### config.mk
export PLATFORM = sky130hd
export DESIGN_NAME = piso_serializer
export DESIGN_NICKNAME = d
export VERILOG_FILES = /design/src/rtl/piso_serializer.sv
export SDC_FILE = /design/constraint.sdc
export NUM_CORES = 1
export LEC_CHECK = 0
export ABC_CLOCK_PERIOD_IN_PS = 1500
export CAP_MARGIN = 20
export CORE_MARGIN = 2
export CORE_UTILIZATION = 47
export DETAILED_ROUTE_END_ITERATION = 8
export PLACE_DENSITY = 0.79
export SYNTH_ARGS = -nofsm -noshare
export SYNTH_HDL_FRONTEND = slang
export SYNTH_SLANG_ARGS = --single-unit
### constraint.sdc
create_clock -name i_clk -period 1.5 [get_ports i_clk]
set_input_delay 0.225 -clock i_clk [delete_from_list [all_inputs] [get_ports i_clk]]
set_output_delay 0.225 -clock i_clk [all_outputs]
set_load 0.02 [all_outputs]
### src/rtl/piso_serializer.sv
// piso_serializer: parallel-in/serial-out converter with a valid/ready input
// handshake. It emits one bit per clock on o_dout and frames the stream with
// o_dout_valid and o_sof. Back-to-back words stream with no idle gap.
//
// Optional feature: define PISO_PARITY_EN to append one even-parity bit
// (^word) after the WIDTH data bits of every frame. The frame is then
// WIDTH+1 bits long. Without the macro, a frame is exactly WIDTH bits and
// no parity logic is built.
module piso_serializer #(
    parameter int WIDTH     = 8,
    parameter bit MSB_FIRST = 1'b1
) (
    input  logic             i_clk,
    input  logic             i_rst_n,
    input  logic [WIDTH-1:0] i_data,
    input  logic             i_valid,
    output logic             o_ready,
    output logic             o_dout,
    output logic             o_dout_valid,
    output logic             o_sof,
    output logic             o_busy
);

`ifdef PISO_PARITY_EN
    localparam int FRAME_LEN = WIDTH + 1;
`else
    localparam int FRAME_LEN = WIDTH;
`endif

    // The counter is sized to hold WIDTH, so the parity slot also fits.
    localparam int            CW       = $clog2(WIDTH + 1);
    localparam logic [CW-1:0] LAST_CNT = CW'(FRAME_LEN - 1);

`ifdef PISO_PARITY_EN
    localparam logic [CW-1:0] LAST_DATA_CNT = CW'(WIDTH - 1);
`endif

    typedef enum logic {
        S_IDLE  = 1'b0,
        S_SHIFT = 1'b1
    } state_t;

    state_t           state_q;
    logic [CW-1:0]    count_q;
    logic [WIDTH-1:0] shift_q;
    logic             dout_q;
    logic             dout_valid_q;
    logic             sof_q;
`ifdef PISO_PARITY_EN
    logic             parity_q;
`endif

    logic             in_last_bit;
    logic             accept;

    // Bit-order dependent values.
    // "load" values apply when a new word is accepted.
    // "next" values apply when the frame in progress advances by one bit.
    logic             load_bit_d;
    logic [WIDTH-1:0] load_shift_d;
    logic             next_bit_d;
    logic [WIDTH-1:0] next_shift_d;

    // o_ready depends only on state and count. This keeps the handshake
    // free of combinational loops through i_valid.
    assign in_last_bit  = (state_q == S_SHIFT) && (count_q == LAST_CNT);
    assign o_ready      = (state_q == S_IDLE) || in_last_bit;
    assign accept       = i_valid && o_ready;
    assign o_busy       = (state_q != S_IDLE);

    assign o_dout       = dout_q;
    assign o_dout_valid = dout_valid_q;
    assign o_sof        = sof_q;

    // The first bit goes straight into the output register on accept. The
    // shift register therefore holds only the bits still to be sent, and
    // zeros are shifted in behind them.
    generate
        if (MSB_FIRST) begin : g_msb_first
            // MSB-first: take the top bit and shift toward the MSB end.
            always_comb begin
                load_bit_d   = i_data[WIDTH-1];
                load_shift_d = {i_data[WIDTH-2:0], 1'b0};
                next_bit_d   = shift_q[WIDTH-1];
                next_shift_d = {shift_q[WIDTH-2:0], 1'b0};
            end
        end else begin : g_lsb_first
            // LSB-first: take bit 0 and shift toward the LSB end.
            always_comb begin
                load_bit_d   = i_data[0];
                load_shift_d = {1'b0, i_data[WIDTH-1:1]};
                next_bit_d   = shift_q[0];
                next_shift_d = {1'b0, shift_q[WIDTH-1:1]};
            end
        end
    endgenerate

    // Framing FSM. It produces the registered serial outputs.
    //
    // Priority of the branches:
    //   1. An accept always starts a new frame. This covers the zero-gap
    //      reload in the last bit cycle.
    //   2. Otherwise the frame advances by one bit.
    //   3. Otherwise, in the last bit cycle, the FSM drops back to idle.
    always_ff @(posedge i_clk or negedge i_rst_n) begin
        if (!i_rst_n) begin
            state_q      <= S_IDLE;
            count_q      <= '0;
            shift_q      <= '0;
            dout_q       <= 1'b0;
            dout_valid_q <= 1'b0;
            sof_q        <= 1'b0;
`ifdef PISO_PARITY_EN
            parity_q     <= 1'b0;
`endif
        end else begin
            if (accept) begin
                state_q      <= S_SHIFT;
                count_q      <= '0;
                shift_q      <= load_shift_d;
                dout_q       <= load_bit_d;
                dout_valid_q <= 1'b1;
                sof_q        <= 1'b1;
`ifdef PISO_PARITY_EN
                parity_q     <= ^i_data;
`endif
            end else if ((state_q == S_SHIFT) && !in_last_bit) begin
                count_q      <= count_q + CW'(1);
                shift_q      <= next_shift_d;
                dout_valid_q <= 1'b1;
                sof_q        <= 1'b0;
`ifdef PISO_PARITY_EN
                // After the last data bit, the captured parity bit fills
                // the extra slot.
                dout_q       <= (count_q == LAST_DATA_CNT) ? parity_q : next_bit_d;
`else
                dout_q       <= next_bit_d;
`endif
            end else if (in_last_bit) begin
                state_q      <= S_IDLE;
                count_q      <= '0;
                dout_q       <= 1'b0;
                dout_valid_q <= 1'b0;
                sof_q        <= 1'b0;
            end
        end
    end

endmodule

### Yosys cells after proc, flatten, opt, wreduce, memory -nomap -nowiden

Cells that the tools add are included.

* $mul: 0
* bitwise operators: 1
* div/mod/pow operators: 0
* eq/ne operators: 2
* reduce and logical (&&, ||, !) cells: 9
* order comparisons: 0
* add/subtract/negate cells: 1
* shifts and indexed selects: 0
* muxes and demuxes: 14

Operators by type and width (count)
* 8-bit two-way mux: 2
* 4-bit two-way mux: 3
* 1-bit two-way mux: 9
* 4-bit by 1-bit adder with 4-bit output, second input constant: 1
* 4-bit by 3-bit equality test with 1-bit output, second input constant: 1
* 2-bit nonzero test: 2
* 1-bit logical AND: 3
* 3-bit nonzero test: 1
* 2-bit != test, second input constant: 1
* 2-bit AND reduction: 1
* 1-bit zero test: 1
* 1-bit logical OR: 1
* 1-bit inverter: 1

* memory bits (read-only): 0
* bits in writable memories: 0
* bits in registers: 16
* bits in latches: 0
* memories: 0
* output and inout bits: 5
* logic and storage cells: 33
* bits of input ports: 11

### Longest topological paths before layout

Gate-level depths: netlist of run 1.

* depth in word-level cells: 6
* depth in mapped cells: 5
* mapped depth without buffers: 5

### Worst setup path before layout of run 1

No wires, ideal clock.

* path type: register -> register
* from: register count_q[0]
* to: register dout_valid_q, in the netlist o_dout_valid
* path buffers: 1
* setup time: 0.124 ns
* path slack: 0.114 ns
* arrival time: 1.261 ns
* cell stages (with the launch flop): 6
* cell sequence: dfrtp_1 -> ha_1 -> nand3b_4 -> and2_4 -> buf_6 -> a211o_1

* longest elaborated chain between the ends: 6
* elaborated cells on any way between the ends: 9
* those cells by class: 1 x eq/ne; 2 x mux; 6 x reduce/logical

RTL lines
* from (decl): RTL line 44 `logic [CW-1:0] count_q;`
* from (signal assigned): RTL line 128 `count_q <= count_q + CW'(1);`
* 4-bit by 3-bit equality test with 1-bit output (*): RTL line 66 `assign in_last_bit = (state_q == S_SHIFT) && (count_q == LAST_CNT);`
* 1-bit logical AND (*): RTL line 66
* 1-bit zero test: RTL line 127 `end else if ((state_q == S_SHIFT) && !in_last_bit) begin`
* 1-bit logical AND: RTL line 127
* 1-bit two-way mux: RTL line 127
* 1-bit two-way mux: RTL line 117 `if (accept) begin`
* to (signal assigned): RTL line 122 `dout_valid_q <= 1'b1;`
* to (signal assigned): RTL line 130 `dout_valid_q <= 1'b1;`
* to (signal assigned): RTL line 143 `dout_valid_q <= 1'b0;`
* to (decl): RTL line 47 `logic dout_valid_q;`

Every way passes the cells marked *; elsewhere a longest branch is shown, timed or not.
A chain may end at the register's enable or synchronous reset.

### Worst setup path after layout of run 1

* from: register count_q[1]
* to: output o_ready

* longest elaborated chain between the ends: 3

RTL lines
* 4-bit by 3-bit equality test with 1-bit output: RTL line 66
* 1-bit logical AND: RTL line 66
* 1-bit logical OR: RTL line 67 `assign o_ready = (state_q == S_IDLE) || in_last_bit;`
* to (decl): RTL line 17 `output logic o_ready,`

No other way between the ends.

==> results of run 1 <==
==> flip-flops by register name (all words and copies together), names as in the netlist <==
register and count:
count_q 4, o_sof 1, shift_q 7, o_busy 1, o_dout_valid 1, o_dout 1
==> layout make-up <==
class	instances	share of cell area, %
Inverter	4	1.529
Sequential cell	15	38.22
Timing Repair Buffer	28	25.99
Clock buffer	4	2.675
Tap cell	15	1.911
Multi-Input combinational cell	41	29.68
==> power groups by stage <==
| stage | logic (mW) | clock network (mW) | registers (mW) |
|---|---|---|---|
| after floorplan | 0.408 | 0 | 0.700 |
| after global placement | 0.791 | 0 | 0.649 |
| after detailed placement | 0.825 | 0 | 0.658 |
| after CTS | 0.835 | 0.238 | 0.667 |
| after global routing | 0.930 | 0.264 | 0.682 |
| final | 0.855 | 0.227 | 0.667 |
==> final timing paths <==
path                                end  cells past startpoint    startpoint  slack [ns]
setup / recovery                o_ready                      5    count_q[1]        0.02
max in group asynchronous         o_sof                      2       i_rst_n        1.08
min in group i_clk         o_dout_valid                      1  o_dout_valid        0.50
hold / removal                   o_dout                      2       i_rst_n        0.25
hold reg to reg            o_dout_valid                      1  o_dout_valid        0.50
setup reg to reg                 o_dout                      5    count_q[1]        0.06
==> synthesized netlist by cell type <==
cell type,n
dfrtp_1,15
o21ai_0,8
mux2i_1,7
nand3_1,7
a21oi_1,6
inv_1,4
nor2_1,3
nand2_1,2
a211o_1,1
a221o_2,1
a22o_2,1
and2_4,1
buf_2,1
buf_6,1
clkbuf_1,1
ha_1,1
nand2b_1,1
nand3b_4,1
or4_1,1
==> logic make-up (layout without fill, tap and decap cells) <==
family	count (synthesis)	in the layout	synth area share, %
AND/OR/NAND/NOR	16	16	13.98
adder cells (fa/ha/maj)	1	1	1.815
multiplexers	7	7	10.16
buffers and inverters	7	36	5.080
flip-flops	15	15	54.45
AO/OA/AOI/OAI	17	17	14.52
==> metal layers <==
layer / global-route usage [%] / routed length [um]
met5: 0 / 0
met4: 12.50 / 55
met3: 4.310 / 100
met2: 31.38 / 770
met1: 22.65 / 593
==> timing repair <==
action	in CTS	in global routing
pin swaps	0	2
gates cloned	0	0
setup endpoints to repair	2	4
resized for setup	8	5
setup buffers	0	1
hold endpoints to repair	0	0
==> results.toml, run 1 <==
[place]
place_ws_ns = -0.1918
gp_congestion = 0.7864
dp_cells = 102
dp_hpwl_um = 1095
place_area_um2 = 928.4
port_buffers = 15

[sta]
fmax_ghz = 0.6778
drv_slew = 0
rsz0062_at_grt = "true"
timing.hold.ws_ns = 0.2479
clock_skew_ns = 0.0004952
fin_crit_sh_pct = 98.36
finalSetupTns_ns = 0
final_hold_viol_count = 0
max_slew.worst_pin.slew_ns = 0.3462
setup_viol = 0
maxSlewHeadroom_pct = 76.84
fin_ws_ns = 0.02459
layout_min_cycle_time_ns = 1.475

[worst_setup_path]
criticalPathCategory = "reg2out"
crit_chain = "ha_4 > nand3b_4 > and2_4 > inv_2 > buf_6"
arrival_ns = 1.25
cpMaxStageDelayCell = "dfrtp_1"
critical_path_required_ns = 1.27
critPathTopFamily = "flip-flops"
critPathBufInv = 2
endpoint_kind = "primary output"
max_stage_delay_ns = 0.42
crit_fanout = 2
setup.worst_path.start_class = "flip-flop"

[detailed_routing]
num_vias = 614
drt_iter0_drc = 34
wl_per_cell_um = 14.20
finalWirelength_um = 1519
ant_nets = 0
via_per_inst = 5.738
dr.pass1.iters = 4
post-route-drc-count = 0

[job]
maxCapViolCount = 0

[power_and_ir_drop]
combPwrFrac_pct = 48.9
p_sw_mw = 0.6246
p_int_mw = 1.124
power.density_nw_per_um2 = 1781
max-vdd-ir-drop_mv = 1.190
p_total_mw = 1.749
clock_power_share_pct = 13.0
p_leak_nw = 0.4988
p_seq_share_pct = 38.1
netSwitchingFraction_pct = 35.71

[layout]
mostFrequentLayoutCells = "dfrtp_1 (15), buf_4 (13), clkdlybuf4s50_1 (10), o21ai_0 (8)"
postLayoutCoreUtil_pct = 73.64
layout_commonest_cell = "dfrtp_1"
area_delta_synth_final_pct = 42.47
final_area_um2 = 982.2
fin_cells = 107
multi_input_area_um2 = 291.5
seqCellArea_um2 = 375.4
drive_gt1_share_pct = 25.00
layout.nets = 105
diodes = 0
fillerInstances = 100

[clock_tree]
cts-root-buf = "clkbuf_4"
clock_path_buffers = 2
ctsHtreeMaxLevel = 1
holdBufCountCts = 0
clock-sinks = 15
numCtsBuffers = 3
tritoncts = "built"
cts.clk_slew.worst_paths_ns = 0.08
insertion_delay_ns = 0.28

[global_routing]
grt_first_pass_wirelength_um = 2553
grt-ovfl-total = 0
track_usage_pct = 19.30
antenna_found_initial = 0
grt_max_degree = 16
first_global_vias = 615

[logic_synthesis]
synth_cells = 63
synth_area_um2 = 689.4
synth_seq_area_share_pct = 54.45
ys_ff_latch = 15
synthTopCellsByArea = "dfrtp_1 (54%), mux2i_1 (10%), o21ai_0 (5.8%), nand3_1 (5.1%), a21oi_1 (4.4%)"
synth_top_area_cell = "dfrtp_1"
synth_top_area_share_pct = 54.45
syn_avg_cell_area_um2 = 10.94
synth_nets = 75
yosysWarnings = 0
yosysUniqueCellTypes = 19

[die]
num_rows = 13
die_h_um = 42.30
die_w_um = 42.30
io_pins = 16
design.core.area_um2 = 1334
start_util_pct = 51.69
dieArea_um2 = 1789

[min_path]
hp-class = "in2async"

[status]
status = "finished clean"
(Power assumes the default switching activity.)
==> run 2: changes to the inputs <==
SLEW_MARGIN = 30   (was default)
==> results of run 2 <==
Same layout as run 1: the final DEF is identical, and so are final timing and power.
==> run 3: changes to the inputs <==
CAP_MARGIN = 25   (was 20)
CORE_AREA = 2 2 39 41   (was default)
CORE_MARGIN = default   (was 2)
CORE_UTILIZATION = default   (was 47)
CTS_CLUSTER_DIAMETER = 80   (was default)
DIE_AREA = 0 0 41 43   (was default)
DONT_BUFFER_PORTS = 1   (was default)
PLACE_DENSITY = 0.7   (was 0.79)
==> run 3 against run 2 <==
  * Via count shrank 20%
  * Highest routed layer unchanged
  * Maximum frequency is 1.0% lower
  * Utilization shrank 16 points
  * Hold slack lost 0.19 ns
  * Routed wire length is 15% lower
  * Register-to-register slack worse by 0.04 ns
  * Clock-buffer cell count stayed put
  * Sequential share of layout area rose by 9.0 points
  * Critical path depth decreased by 1
  * Final cell count fell by 18%
  * Design area decreased by 19%
  * Combinational power down 29%
==> results.toml, run 3 (synthesis gave the netlist of run 1 again) <==
[die]
die_h_um = 43
num_rows = 14
dieArea_um2 = 1763
die_w_um = 41
start_util_pct = 49.82
io_pins = 16
design.core.area_um2 = 1384

[clock_tree]
insertion_delay_ns = 0.27
clock_path_buffers = 2
cts.clk_slew.worst_paths_ns = 0.08
numCtsBuffers = 3
ctsHtreeMaxLevel = 1
tritoncts = "built"
clock-sinks = 15
cts-root-buf = "clkbuf_4"

[status]
status = "finished clean"

[sta]
setup_viol = 0
clock_skew_ns = 0.003499
drv_slew = 0
finalSetupTns_ns = 0
max_slew.worst_pin.slew_ns = 0.6492
final_hold_viol_count = 0
fin_ws_ns = 0.009306
layout_min_cycle_time_ns = 1.491
fin_crit_sh_pct = 99.38
maxSlewHeadroom_pct = 56.58
fmax_ghz = 0.6708
rsz0062_at_grt = "true"

[global_routing]
grt_first_pass_wirelength_um = 2152
antenna_found_initial = 0
track_usage_pct = 18.08
grt_max_degree = 16
first_global_vias = 478
grt-ovfl-total = 0

[worst_setup_path]
critical_path_required_ns = 1.27
endpoint_kind = "primary output"
setup.worst_path.start_class = "flip-flop"
crit_fanout = 3
arrival_ns = 1.27
criticalPathCategory = "reg2out"

[layout]
largest_reg_flops = 7
layout_commonest_cell = "dfrtp_1"
mostFrequentLayoutCells = "dfrtp_1 (15), o21ai_0 (8), mux2i_1 (7), nand3_1 (7), buf_4 (7)"
top_regs = "shift_q x7, count_q x4"
area_delta_synth_final_pct = 15.25
layout.nets = 85
diodes = 0
fillerInstances = 118
postLayoutCoreUtil_pct = 57.41
largest-register = "shift_q"
drive_gt1_share_pct = 22.22

[power_and_ir_drop]
p_sw_mw = 0.5713
max-vdd-ir-drop_mv = 0.8275
p_int_mw = 0.9751
power.density_nw_per_um2 = 1946
combPwrFrac_pct = 39.1
p_leak_nw = 0.3733
netSwitchingFraction_pct = 36.94
p_seq_share_pct = 46.6
clock_power_share_pct = 14.2

[min_path]
hp-class = "in2reg"

[detailed_routing]
wl_per_cell_um = 14.59
drt_iter0_drc = 3
finalWirelength_um = 1284
via_per_inst = 5.580
num_vias = 491
dr.pass1.iters = 4
ant_nets = 0
post-route-drc-count = 0

[place]
gp_congestion = 0.8496
dp_hpwl_um = 834.9
place_ws_ns = 0.06080
port_buffers = 0

[job]
maxCapViolCount = 0
==> run 3: changes by cell type in the layout (fill, tap and decap cells not counted) <==
cell,before,now
dlygate4sd2_1,1,0
buf_4,13,7
dlygate4sd3_1,0,1
clkdlybuf4s50_1,10,0
inv_2,1,0
dlymetal6s2s_1,3,0
clkinvlp_4,0,1
buf_6,1,0
==> run 3: final timing paths <==
| path | from | end | slack (ns) | cells past startpoint |
|---|---|---|---|---|
| setup reg to reg | count_q[1] | o_dout | 0.02 | 5 |
| hold / removal | i_valid | o_busy | 0.05 | 1 |
| max in group asynchronous | i_rst_n | count_q[2] | 0.67 | 1 |
| hold reg to reg | shift_q[5] | shift_q[6] | 0.50 | 2 |
| setup / recovery | count_q[1] | o_ready | 0.009 | 4 |
| min in group asynchronous | i_rst_n | shift_q[6] | 0.41 | 1 |
==> run 3: per-layer routing <==
metal  vias up  share of wire (%)  GRT usage, %
met5         -                  0             0
met3         2                4.0         3.141
met1       240                 45         25.17
met4         0               0.70         12.00
li1        242                  -             -
met2         7                 50         24.69
==> run 3: power groups by stage <==
| stage | clock, mW | sequential [mW] | combinational (mW) |
|---|---|---|---|
| 2_1_floorplan | 0 | 0.700 | 0.408 |
| 3_3_place_gp | 0 | 0.717 | 0.470 |
| 3_5_place_dp | 0 | 0.723 | 0.478 |
| 4_1_cts | 0.232 | 0.718 | 0.604 |
| 5_1_grt | 0.254 | 0.736 | 0.698 |
| 6_report | 0.220 | 0.721 | 0.605 |
==> run 3: area by class of cell <==
| cell class | instances | area, um2 | area share, % |
|---|---|---|---|
| multi-input cells | 41 | 291.5 | 36.69 |
| clock buffers | 4 | 26.28 | 3.307 |
| inverters | 4 | 18.77 | 2.362 |
| repair buffers | 8 | 62.56 | 7.874 |
| well taps | 16 | 20.02 | 2.520 |
| flip-flops and latches | 15 | 375.4 | 47.24 |
==> run 3: repair_timing <==
action | in CTS | in global routing
hold buffers | 1 | 0
endpoints found under the hold margin | 15 | 0
endpoints found under the setup margin | 1 | 2
buffers inserted | 4 | 0
resized for setup | 3 | 0
pin swaps | 1 | 0
gates cloned | 0 | 0
==> run 3: critical path: stages (launching register included) <==
cell        delay [ns]
dfrtp_1           0.42
ha_4              0.18
nand3b_4          0.07
and2_4            0.16
clkinvlp_4        0.15
==> run 3: stage by stage <==
stage / total power [mW] / area, um2 / std cells / hold WS (ns)
after floorplan: 1.108 / 689.4 / 63 / -0.07059
after global placement: 1.187 / 711.9 / 79 / -0.07033
after detailed placement: 1.201 / 711.9 / 79 / -0.07037
after CTS: 1.555 / 794.5 / 88 / 0.04294
after global routing: 1.688 / 794.5 / 88 / 0.03336
final: 1.546 / 794.5 / 88 / 0.05353
